<file path="config.mk">
export PLATFORM = sky130hd
export DESIGN_NAME = alu_issue_ctrl
export DESIGN_NICKNAME = d
export VERILOG_FILES = /design/src/rtl/alu_issue_ctrl.sv
export SDC_FILE = /design/constraint.sdc
export NUM_CORES = 1
export LEC_CHECK = 0
export CAP_MARGIN = 10
export CORE_ASPECT_RATIO = 0.8
export CORE_MARGIN = 8
export CORE_UTILIZATION = 30
export DETAILED_ROUTE_END_ITERATION = 8
export GPL_TIMING_DRIVEN = 0
export PLACE_DENSITY_LB_ADDON = 0.08
export SLEW_MARGIN = 10
export SYNTH_ARGS = -nofsm -noshare
export SYNTH_HDL_FRONTEND = slang
export SYNTH_SLANG_ARGS = --single-unit
</file>
<file path="constraint.sdc">
create_clock -name clk -period 3.7 [get_ports clk]
set_input_delay 0.37 -clock clk [delete_from_list [all_inputs] [get_ports clk]]
set_output_delay 0.37 -clock clk [all_outputs]
set_load 0.02 [all_outputs]
</file>
<file path="src/rtl/alu_issue_ctrl.sv">
// alu_issue_ctrl: requester-side controller for the 32-bit ALU datapath.
// Accepts an R-type request, decodes funct into the ALU op and holds the
// operands stable for SETTLE_CYCLES cycles. It then captures result and flags
// and returns them over a valid/ready response channel.
// Optional feature macro: ALU_ISSUE_CTRL_STATS_EN adds saturating counters
// stat_ops (legal responses handshaken) and stat_ovf (those with overflow).
module alu_issue_ctrl #(
  parameter int SETTLE_CYCLES = 2,
  parameter int WIDTH         = 32
) (
  input  logic             clk,
  input  logic             rst_n,
  input  logic             req_valid,
  output logic             req_ready,
  input  logic [5:0]       req_funct,
  input  logic [WIDTH-1:0] req_a,
  input  logic [WIDTH-1:0] req_b,
  output logic             resp_valid,
  input  logic             resp_ready,
  output logic [WIDTH-1:0] resp_result,
  output logic             resp_zero,
  output logic             resp_overflow,
  output logic             resp_err,
  output logic [WIDTH-1:0] alu_a,
  output logic [WIDTH-1:0] alu_b,
  output logic [2:0]       alu_op,
  input  logic [WIDTH-1:0] alu_result,
  input  logic             alu_zero,
  input  logic             alu_overflow
`ifdef ALU_ISSUE_CTRL_STATS_EN
  ,
  output logic [15:0]      stat_ops,
  output logic [15:0]      stat_ovf
`endif
);

  localparam logic [3:0] CNT_INIT = 4'(SETTLE_CYCLES - 1);

  typedef enum logic [1:0] {
    IDLE   = 2'd0,
    SETTLE = 2'd1,
    RESP   = 2'd2
  } state_t;

  state_t     state_q;
  state_t     state_d;
  logic [3:0] settle_cnt;
  logic [2:0] dec_op;
  logic       dec_legal;
  logic       accept;
  logic       resp_fire;

  // Decode the MIPS funct code into {binv, op[1:0]} and flag unknown codes
  always_comb begin
    dec_op    = 3'b000;
    dec_legal = 1'b0;
    case (req_funct)
      6'h20: begin dec_op = 3'b010; dec_legal = 1'b1; end
      6'h22: begin dec_op = 3'b110; dec_legal = 1'b1; end
      6'h24: begin dec_op = 3'b000; dec_legal = 1'b1; end
      6'h25: begin dec_op = 3'b001; dec_legal = 1'b1; end
      6'h2A: begin dec_op = 3'b111; dec_legal = 1'b1; end
      default: begin dec_op = 3'b000; dec_legal = 1'b0; end
    endcase
  end

  // Next-state and handshake outputs; only one request is ever in flight
  always_comb begin
    state_d    = state_q;
    req_ready  = 1'b0;
    resp_valid = 1'b0;
    case (state_q)
      IDLE: begin
        req_ready = 1'b1;
        if (req_valid) state_d = dec_legal ? SETTLE : RESP;
      end
      SETTLE: begin
        if (settle_cnt == 4'd0) state_d = RESP;
      end
      RESP: begin
        resp_valid = 1'b1;
        if (resp_ready) state_d = IDLE;
      end
      default: state_d = IDLE;
    endcase
  end

  assign accept    = req_valid & req_ready;
  assign resp_fire = resp_valid & resp_ready;

  // State register
  always_ff @(posedge clk) begin
    if (!rst_n) state_q <= IDLE;
    else        state_q <= state_d;
  end

  // Operand launch, settle countdown and result capture
  always_ff @(posedge clk) begin
    if (!rst_n) begin
      alu_a         <= '0;
      alu_b         <= '0;
      alu_op        <= 3'b000;
      settle_cnt    <= 4'd0;
      resp_result   <= '0;
      resp_zero     <= 1'b0;
      resp_overflow <= 1'b0;
      resp_err      <= 1'b0;
    end else begin
      case (state_q)
        IDLE: begin
          if (accept) begin
            if (dec_legal) begin
              alu_a      <= req_a;
              alu_b      <= req_b;
              alu_op     <= dec_op;
              settle_cnt <= CNT_INIT;
            end else begin
              resp_result   <= '0;
              resp_zero     <= 1'b0;
              resp_overflow <= 1'b0;
              resp_err      <= 1'b1;
            end
          end
        end
        SETTLE: begin
          if (settle_cnt != 4'd0) begin
            settle_cnt <= settle_cnt - 4'd1;
          end else begin
            resp_result   <= alu_result;
            resp_zero     <= alu_zero;
            resp_overflow <= alu_overflow;
            resp_err      <= 1'b0;
          end
        end
        default: begin
        end
      endcase
    end
  end

`ifdef ALU_ISSUE_CTRL_STATS_EN
  // Saturating counts of legal responses and overflowing ones, bumped on handshake
  always_ff @(posedge clk) begin
    if (!rst_n) begin
      stat_ops <= 16'h0000;
      stat_ovf <= 16'h0000;
    end else if (resp_fire && !resp_err) begin
      if (stat_ops != 16'hFFFF) stat_ops <= stat_ops + 16'h0001;
      if (resp_overflow && (stat_ovf != 16'hFFFF)) stat_ovf <= stat_ovf + 16'h0001;
    end
  end
`endif

endmodule

</file>
# Word-level counts from Yosys, hierarchy flattened

Cells that the tools add are included.

Word-level logic and storage cells: 62
Output and inout bits: 104
Input bits: 108
Bits in registers: 108

$add $sub $neg: 1
Equal/unequal tests: 15
Bitwise operators: 1
Multiplexer cells: 27
Reduce and logical (&&, ||, !) cells: 9

Operators by type and width:

| kind                                                                  | count |
|---|---|
| 32-bit two-way mux                                                    | 3 |
| 32-bit case mux with 2 select lines                                   | 1 |
| 6-bit equality test, second input constant                            | 5 |
| 2-bit != test, second input constant                                  | 8 |
| 4-bit two-way mux                                                     | 3 |
| 3-bit case mux with 4 select lines                                    | 1 |
| 1-bit two-way mux                                                     | 10 |
| 2-bit two-way mux                                                     | 4 |
| 4-bit case mux with 2 select lines                                    | 1 |
| 4-bit AND reduction                                                   | 2 |
| 1-bit case mux with 2 select lines                                    | 3 |
| 2-bit case mux with 3 select lines                                    | 1 |
| 3-bit AND reduction                                                   | 2 |
| 5-bit OR reduction                                                    | 1 |
| 4-bit zero test                                                       | 1 |
| 4-bit nonzero test                                                    | 1 |
| 4-bit by 1-bit subtractor with 4-bit output, second input constant    | 1 |
| 2-bit by 1-bit equality test with 1-bit output, second input constant | 1 |
| 2-bit equality test, second input constant                            | 1 |
| 2-bit zero test                                                       | 1 |
| 2-bit nonzero test                                                    | 1 |
| 1-bit AND                                                             | 1 |

# Longest topological paths before layout

Gate-level depths: netlist (run 1).

Depth in word-level cells: 6
Mapped depth: 8
Depth with buffers taken out: 6

# Least setup slack after synthesis (run 1)

OpenSTA, ideal clock, no wires.

Path type: flip-flop to flip-flop
Start: register state_q[1]
End: register alu_op[2]
Path slack: 1791 ps
Library setup time: 115 ps
Period minus slack after synthesis: 1909 ps
Cell stages (with the launch flop): 8
Arrival: 1795 ps
Data required time: 3585 ps
Buffers on the path: 3
Cells stage by stage: dfxtp_1 > buf_4 > or3b_4 > or4_1 > buf_2 > buf_6 > and2_0 > o21a_1

Cells in the longest elaborated chain, start to end: 4

Ends and longest elaborated chain:

| item                                   | RTL line | RTL |
|---|---|---|
| start: declaration                     | 45       | `state_t state_q;` |
| start signal: assignment               | 94       | `else state_q <= state_d;` |
| 2-bit zero test *                      | 72, 109  |  |
| 1-bit two-way mux                      | 72       | `case (state_q)` |
| 1-bit AND                              | 88       | `assign accept = req_valid & req_ready;` |
| 3-bit AND reduction (no source line) * | --       |  |
| end signal: assignment                 | 115      | `alu_op <= dec_op;` |
| end: declaration                       | 26       | `output logic [2:0] alu_op,` |

Mark *: on every way between the ends. The rest lies on a longest branch, timed or not.
A chain may end at the register's enable or synchronous reset.

# Worst setup path after layout (run 1)

Start: input req_funct[2]
End: register resp_overflow

Cells in the longest elaborated chain, start to end: 5
Elaborated cells on any way between the ends: 9
Those cells by class: 6 x eq/ne; 1 x mux; 2 x reduce/logical

Ends and longest elaborated chain:

| item                                   | RTL line | RTL |
|---|---|---|
| start: declaration                     | 15       | `input logic [5:0] req_funct,` |
| 6-bit equality test                    | 57       | `case (req_funct)` |
| 5-bit OR reduction (no source line) *  | --       |  |
| 1-bit two-way mux *                    | 57       |  |
| 2-bit != test (no source line) *       | --       |  |
| 4-bit AND reduction (no source line) * | --       |  |
| end signal: assignment                 | 131      | `resp_overflow <= alu_overflow;` |
| end: declaration                       | 22       | `output logic resp_overflow,` |

Marked as above.

==> results of run 1 <==
==> cells in the final DEF (no fill, tap or decap), types with 2 or more instances in the layout <==
| master | Yosys | final |
|---|---|---|
| clkdlybuf4s50_1 | 0 | 211 |
| nand2_1 | 134 | 134 |
| dfxtp_1 | 108 | 108 |
| a21oi_1 | 83 | 83 |
| nor2_1 | 39 | 39 |
| clkbuf_1 | 34 | 35 |
| nor3b_1 | 35 | 35 |
| o21ai_0 | 34 | 34 |
| a21boi_0 | 16 | 16 |
| clkbuf_16 | 0 | 9 |
| inv_1 | 5 | 5 |
| buf_2 | 4 | 4 |
| nor3_1 | 4 | 4 |
| nor2b_1 | 3 | 3 |
| a31oi_1 | 3 | 3 |
| nand3_1 | 3 | 3 |
| mux2i_1 | 3 | 3 |
| buf_1 | 2 | 2 |
| or3_1 | 2 | 2 |
| nand3b_1 | 2 | 2 |
| o21a_1 | 2 | 2 |
| a21boi_1 | 2 | 2 |
| ha_1 | 2 | 2 |
| bufinv_16 | 0 | 2 |
==> layout make-up <==
cell class                      count  area (um^2)  area share (%)
Buffer                             42        173.9           2.488
Clock buffer                       11        242.7           3.473
Clock inverter                      4        73.82           1.056
Inverter                            5        18.77          0.2685
Multi-Input combinational cell    385         1976           28.27
Sequential cell                   108         2162           30.93
Tap cell                          184        230.2           3.294
Timing Repair Buffer              211         2112           30.22
==> layer usage <==
metal	share of wire (%)	global-route usage, %	wire [um]	vias to the layer above
met4	0.95	4.361	142	0
li1	-	-	-	2256
met1	45	19.04	6697	2019
met2	45	24.36	6684	137
met5	0	0	0	-
met3	9.3	6.693	1381	10
==> per-stage QoR <==
step	setup slack (ps)	total power [mW]	std cells
2_1_floorplan	1791	1.356	540
3_5_place_dp	943.5	1.548	935
5_1_grt	1078	2.664	950
6_report	1275	2.546	950
4_1_cts	1264	2.591	950
3_3_place_gp	955.6	1.543	935
==> worst max-delay path, stage by stage <==
cell and delay [ps]:
clkdlybuf4s50_1 500, mux2_2 390, o311ai_0 550, nand2_1 360
clkbuf_1 330, a21oi_1 190
==> path summary, 6_finish.rpt <==
| path | start | to | slack, ps | cells past startpoint |
|---|---|---|---|---|
| max | req_funct[2] | resp_overflow | 1270 | 6 |
| min | alu_a[2] | alu_a[2] | 450 | 2 |
| max reg2reg | settle_cnt[0] | resp_result[20] | 1530 | 8 |
| min reg2reg | alu_a[2] | alu_a[2] | 450 | 2 |
==> logic make-up (layout without fill, tap and decap cells) <==
logic type,Yosys count,in the layout,synth area share [%]
AOI/OAI and AO/OA,148,148,19.19
muxes,4,4,0.9535
and+or+nand+nor,231,231,24.91
adders and majority gates,2,2,0.5778
DFF,108,108,49.93
buffers and inverters,47,273,4.450
==> flip-flops by register name, indices dropped and copies added, names as in the netlist <==
signal         cells
alu_a             32
alu_b             32
resp_result       32
settle_cnt         4
alu_op             3
state_q            2
resp_err           1
resp_overflow      1
resp_zero          1
==> power by group <==
group          total, mW  internal (mW)  switching (mW)
Clock               1.03          0.608           0.418
Combinational      0.332          0.178           0.154
Sequential          1.19           1.18         0.00901
==> results.json, run 1 <==
{
  "criticalPathCategory": "primary input to register",
  "fmax_mhz": 412.3,
  "core-area_um2": 14200,
  "vias": 4422,
  "drtIter0Drc": 219,
  "min_period_ps": 2425,
  "leakage_nw": 2.325,
  "yosys_warnings": 0,
  "syn_to_final_growth_pct": 61.40,
  "syn_avg_cell_area_um2": 8.019,
  "htreeDepth": 3,
  "rsz0062_at_grt": "false",
  "max_slew_margin_pct": 55.21,
  "synth_cells": 540,
  "antenna_left": 0,
  "clock_latency_ps": 350,
  "die-area_um2": 18560,
  "grt_use_total_pct": 15.50,
  "grt_overflow": 0,
  "finalSetupViolCount": 0,
  "drive_above_1_share_pct": 3.394,
  "cts_resized": 0,
  "synth_top_cell_by_area": "dfxtp_1",
  "num-nets-final": 872,
  "whs_ps": 453.7,
  "fin_util_pct": 49.22,
  "cts_num_sinks": 108,
  "drc": 0,
  "clock_tree.root_cell": "clkbuf_16",
  "period_share_pct": 65.55,
  "grt_pass1_wl_mm": 22.56,
  "cts.path.max_buffers": 2,
  "dr.pass1.iters": 4,
  "cts_tree": "yes",
  "power-per-cell-area_nw_per_um2": 364.3,
  "place_congestion": 0.7552,
  "synth_edf_count": 0,
  "cp_max_fo": 10,
  "grt_pass1_vias": 4393,
  "wl_mm": 14.91,
  "hold_path.class": "register to register",
  "ir_drop_mv": 0.2609,
  "antennaDiodeCount": 0,
  "grt_antenna_before_repair": 0,
  "vias_per_cell": 4.655,
  "postPlaceCellArea_um2": 6673,
  "maxCapViolations": 0,
  "outcome": "finished, final reports clean",
  "fin_worst_skew_ps": 5.088,
  "timing.setup.tns_ps": 0,
  "async_flop_share_pct": 0,
  "pin_count": 212,
  "end_kind": "register",
  "drv_slew": 0,
  "hold_viol": 0,
  "cp.arrival_ps": 2700,
  "design_area_um2": 6989,
  "yosysMostFrequentCell": "nand2_1",
  "initial_core_util_pct": 30.50,
  "place_hpwl_mm": 11.44,
  "postCtsHoldBufs": 0,
  "ys_ff_latch": 108,
  "yosysTopAreaCellShare_pct": 49.93,
  "die_y_um": 123.5,
  "cts_setup_buffers": 0,
  "std_cell_rows": 39,
  "synthesis.area_um2": 4330,
  "port_buffers": 211,
  "ys_seq_area_share_pct": 49.93,
  "grt_max_degree": 17,
  "synth_ff_type": "dfxtp_1",
  "chipWidth_um": 150.3,
  "fillers": 1346,
  "cts_made_buffers": 9,
  "wl_per_cell_um": 15.69,
  "startpoint_type": "primary input",
  "synth_commonest_cells": "134 x nand2_1, 108 x dfxtp_1, 83 x a21oi_1",
  "crit_required_ps": 3970,
  "worst_pin_slew_ps": 666.9,
  "ys_types": 41,
  "ys_top_cells_by_area": "dfxtp_1 50%, nand2_1 12%, a21oi_1 9.6%, nor3b_1 6.1%, o21ai_0 3.9%",
  "synthesis.nets": 650,
  "clk_pin_slew_worst_paths_ps": 70
}
No activity file was read; power rests on OpenSTA's default activity.
==> run 2: changes to the inputs <==
==> constraint.sdc (replaced) <==
create_clock -name clk -period 2.1 [get_ports clk]
set_input_delay 0.21 -clock clk [delete_from_list [all_inputs] [get_ports clk]]
set_output_delay 0.21 -clock clk [all_outputs]
set_load 0.02 [all_outputs]
==> results.json, run 2 (synthesized netlist as in run 1, its figures left out) <==
{
  "syn_to_final_growth_pct": 62.55,
  "outcome": "finished, final reports clean",
  "timing.setup.tns_ps": 0,
  "dr.pass1.iters": 4,
  "htreeDepth": 3,
  "grt_max_degree": 17,
  "swShare_pct": 22.89,
  "crit_required_ps": 2350,
  "wl_per_cell_um": 15.68,
  "cts.path.max_buffers": 2,
  "cp.arrival_ps": 2260,
  "max_slew_margin_pct": 64.87,
  "num-nets-final": 874,
  "place_hpwl_mm": 11.44,
  "cp_max_fo": 10,
  "final_cell_mix": "210 x clkdlybuf4s50_1, 133 x nand2_1, 108 x dfxtp_1, 83 x a21oi_1, 39 x nor2_1",
  "power-per-cell-area_nw_per_um2": 638.6,
  "grt_pass1_vias": 4394,
  "p_switching_mw": 1.029,
  "hold_path.class": "primary input to register",
  "core-area_um2": 14200,
  "grt_overflow": 0,
  "power_frac_comb_pct": 13.1,
  "grt_pass1_wl_mm": 22.58,
  "clock_latency_ps": 350,
  "ir_drop_mv": 0.4608,
  "wl_mm": 14.93,
  "pin_count": 212,
  "postPlaceCellArea_um2": 6673,
  "fin_worst_skew_ps": 5.904,
  "grt_use_total_pct": 15.51,
  "antenna_left": 0,
  "period_share_pct": 95.96,
  "drv_slew": 0,
  "reg_top3": "alu_a x32, alu_b x32, resp_result x32",
  "intPower_mw": 3.467,
  "std_cell_rows": 39,
  "clk_pin_slew_worst_paths_ps": 70,
  "fin_util_pct": 49.57,
  "drtIter0Drc": 210,
  "cts_num_sinks": 108,
  "chipWidth_um": 150.3,
  "antennaDiodeCount": 0,
  "min_period_ps": 2015,
  "power_frac_seq_pct": 46.6,
  "fmax_mhz": 496.2,
  "vias": 4405,
  "power.total_mw": 4.496,
  "criticalPathCategory": "register to register",
  "port_buffers": 211,
  "rsz0062_at_grt": "false",
  "cts_tree": "yes",
  "finalSetupViolCount": 0,
  "maxCapViolations": 0,
  "end_kind": "register",
  "final_common_cell": "clkdlybuf4s50_1",
  "place_congestion": 0.7552,
  "hold_viol": 0,
  "die-area_um2": 18560,
  "startpoint_type": "register",
  "leakage_nw": 2.378,
  "whs_ps": 403.9,
  "die_y_um": 123.5,
  "clockPowerShare_pct": 40.3,
  "design_area_um2": 7039,
  "cts_made_buffers": 9,
  "clock_tree.root_cell": "clkbuf_16",
  "vias_per_cell": 4.627,
  "drive_above_1_share_pct": 5.469,
  "grt_antenna_before_repair": 0,
  "worst_pin_slew_ps": 527.0,
  "drc": 0,
  "initial_core_util_pct": 30.50
}
-- run 2: changes by cell type in the layout (fill, tap and decap cells not counted) --
cell	previous run	this run
o311ai_0	1	0
buf_4	1	5
clkdlybuf4s50_1	211	210
o311ai_2	0	1
clkbuf_2	0	11
dlygate4sd2_1	0	1
clkbuf_1	35	25
nand2_1	134	133
buf_6	1	2
nand2_2	0	1
buf_2	4	2
buf_1	2	0
-- run 2: power groups by stage --
stage / clock [mW] / sequential (mW) / combinational, mW
final: 1.81 / 2.09 / 0.590
after floorplan: 0 / 2.17 / 0.216
after detailed placement: 0 / 2.14 / 0.586
after CTS: 1.88 / 2.09 / 0.590
after global placement: 0 / 2.14 / 0.579
after global routing: 1.96 / 2.10 / 0.640
-- run 2: layout make-up --
cell class | count | area, um^2
clock inverters | 4 | 73.82
fillers | 1344 | 7161
plain buffers | 42 | 200.2
repair buffers | 213 | 2126
inverters | 5 | 18.77
well taps | 184 | 230.2
multi-input cells | 385 | 1986
clock buffers | 11 | 242.7
flip-flops and latches | 108 | 2162
-- run 2: critical path: stages (launching register included) --
cell and delay [ps]:
dfxtp_1 300, buf_4 150, or3b_4 420, or4_1 420, buf_6 160, buf_6 140, and2_0 150, o21a_1 170
-- run 2: repair_timing --
item	CTS	global route
gates resized for setup	3	30
setup buffers	2	0
pin swaps	1	0
cloned	0	0
endpoints found under the setup margin	77	92
hold buffers	0	0
-- run 2: metrics by stage --
stage,cells,setup slack [ps]
6_report,952,84.87
5_1_grt,952,1.253
3_5_place_dp,935,-496.5
4_1_cts,952,4.800
3_3_place_gp,935,-484.4
2_1_floorplan,540,190.8
-- run 2: final timing paths --
path,startpoint,end,slack [ps],cells past startpoint
worst max-delay path,state_q[1],alu_op[2],80,7
worst min-delay path,req_b[30],alu_b[30],400,3
worst max register to register,state_q[1],alu_op[2],80,7
worst min register to register,alu_a[2],alu_a[2],450,2
-- run 2: layer usage --
layer,track usage [%],up-vias,wire [um]
met5,0,-,0
met4,4.361,0,148
met3,6.693,11,1342
met2,24.36,123,6697
met1,19.08,2012,6744
li1,-,2259,-
==> run 3: changes to the inputs <==
--- a/config.mk
+++ b/config.mk
@@ -11,6 +11,7 @@
 export CORE_UTILIZATION = 30
 export DETAILED_ROUTE_END_ITERATION = 8
 export GPL_TIMING_DRIVEN = 0
+export MAX_ROUTING_LAYER = met4
 export PLACE_DENSITY_LB_ADDON = 0.08
 export SLEW_MARGIN = 10
 export SYNTH_ARGS = -nofsm -noshare
==> constraint.sdc (replaced) <==
create_clock -name clk -period 2 [get_ports clk]
set_input_delay 0.2 -clock clk [delete_from_list [all_inputs] [get_ports clk]]
set_output_delay 0.2 -clock clk [all_outputs]
set_load 0.02 [all_outputs]
==> results.json, run 3 (synthesized netlist as in run 1, its figures left out) <==
{
  "outcome": "finished, final reports clean",
  "die_y_um": 123.5,
  "r2r_cells": 5,
  "cts_tree": "yes",
  "pre_cts_slack_ps": -586.5,
  "reg_top3": "alu_a x32, alu_b x32, resp_result x32",
  "drv_slew": 0,
  "seqCellArea_um2": 2167,
  "rsz0062_at_grt": "false",
  "num-nets-final": 872,
  "final_cell_mix": "209 x clkdlybuf4s50_1, 133 x nand2_1, 106 x dfxtp_1, 83 x a21oi_1, 39 x nor2_1",
  "maxCapViolations": 0,
  "clock_latency_ps": 350,
  "timing.setup.tns_ps": 0,
  "crit_required_ps": 2250,
  "hold_path.class": "primary input to register",
  "cts_made_buffers": 9,
  "clk_pin_slew_worst_paths_ps": 70,
  "worstHoldStart": "req_valid",
  "drive_above_1_share_pct": 7.050,
  "die-area_um2": 18560,
  "whs_ps": 367.3,
  "cts_num_sinks": 108,
  "min_path_cells": 4,
  "chipWidth_um": 150.3,
  "criticalPathCategory": "register to register",
  "multi_input_area_um2": 2022,
  "grt_overflow": 0,
  "crit_family": "simple AND/OR/NAND/NOR gates",
  "pin_count": 212,
  "leakage_nw": 2.401,
  "syn_to_final_growth_pct": 63.68,
  "post-route-worst-setup-slack_ps": 69.05,
  "std_cell_rows": 39,
  "min_period_ps": 1931,
  "crit_path_max_incr_delay_ps": 560,
  "cp.arrival_ps": 2180,
  "r2r-end": "alu_op[2]",
  "power.total_mw": 4.714,
  "final_common_cell": "clkdlybuf4s50_1",
  "dr.pass1.iters": 4,
  "worstPathCellList": "or3b_4 -> or4_4 -> buf_8 -> and2_4 -> o21a_1",
  "grt_max_degree": 17,
  "critPathBufInv": 1,
  "worst_pin_slew_ps": 542.4,
  "antenna_left": 0,
  "htreeDepth": 3,
  "wl_per_cell_um": 15.66,
  "postCtsHoldBufs": 0,
  "finalSetupViolCount": 0,
  "worstHoldEndpoint": "state_q[0]",
  "cp_slowest_cell": "or4_4",
  "initial_core_util_pct": 30.50,
  "drc": 0,
  "wl_mm": 14.89,
  "rrSetupSlack_ps": 70,
  "fmax_mhz": 517.9,
  "postPlaceCellArea_um2": 6673,
  "end_kind": "register",
  "place_hpwl_mm": 11.44,
  "rr_startpoint": "state_q[1]",
  "fillers": 1348,
  "core-area_um2": 14200,
  "grt_antenna_before_repair": 1,
  "period_share_pct": 96.55,
  "power-per-cell-area_nw_per_um2": 665.1,
  "place_congestion": 0.7649,
  "startpoint_type": "register",
  "hold_viol": 0,
  "max_slew_margin_pct": 63.84,
  "grt_pass1_wl_mm": 22.55,
  "port_buffers": 211,
  "cp_max_fo": 8,
  "design_area_um2": 7088,
  "grt_pass1_vias": 4402,
  "ir_drop_mv": 0.4819,
  "cts.path.max_buffers": 2,
  "clock_tree.root_cell": "clkbuf_16",
  "drtIter0Drc": 185,
  "fin_worst_skew_ps": 7.234,
  "vias_per_cell": 4.627,
  "grt_use_total_pct": 15.99,
  "vias": 4400
}
[run 3: per-stage QoR]
step                cells  util [%]
finish                951     49.92
global route          951     49.92
global placement      935     46.99
floorplan             540         -
CTS                   951     49.48
detailed placement    935     46.99
[run 3: area by class of cell]
class	count	share of cell area, %
Inverter	5	0.2648
Clock buffer	11	3.425
Sequential cell	108	30.57
Antenna cell	1	0.03530
Tap cell	184	3.248
Multi-Input combinational cell	385	28.53
Buffer	38	2.648
Clock inverter	4	1.041
Timing Repair Buffer	215	30.24
[run 3: timing repair]
item,CTS,global route
resized for setup,15,34
endpoints found under the setup margin,96,84
pin swaps,2,3
setup buffers,2,2
[run 3: per-layer routing]
metal	track usage [%]	part of all wire, %	wire length [um]
met3	5.633	7.5	1112
met2	24.50	46	6870
met1	19.63	46	6867
met5	-	0	0
met4	4.299	0.28	42
[run 3: worst max path at each step]
stage	startpoint	cells after the start	endpoint
2_1_floorplan	state_q[1]	7	alu_op[2]
3_3_place_gp	req_funct[2]	6	resp_result[10]
3_5_place_dp	req_funct[2]	6	resp_zero
4_1_cts	state_q[1]	7	alu_op[2]
5_1_grt	req_funct[2]	6	resp_result[20]
6_report	state_q[1]	5	alu_op[2]
[run 3: where the power goes]
group          total, mW  internal, mW  switching [mW]
logic              0.617         0.333           0.284
registers           2.20          2.18          0.0206
clock network       1.89          1.13           0.769
total               4.71          3.64            1.07
[run 3: worst register-to-register path: stages (launching register included)]
cell,delay (ps)
dfxtp_4,370
or3b_4,420
or4_4,560
buf_8,180
and2_4,150
o21a_1,150
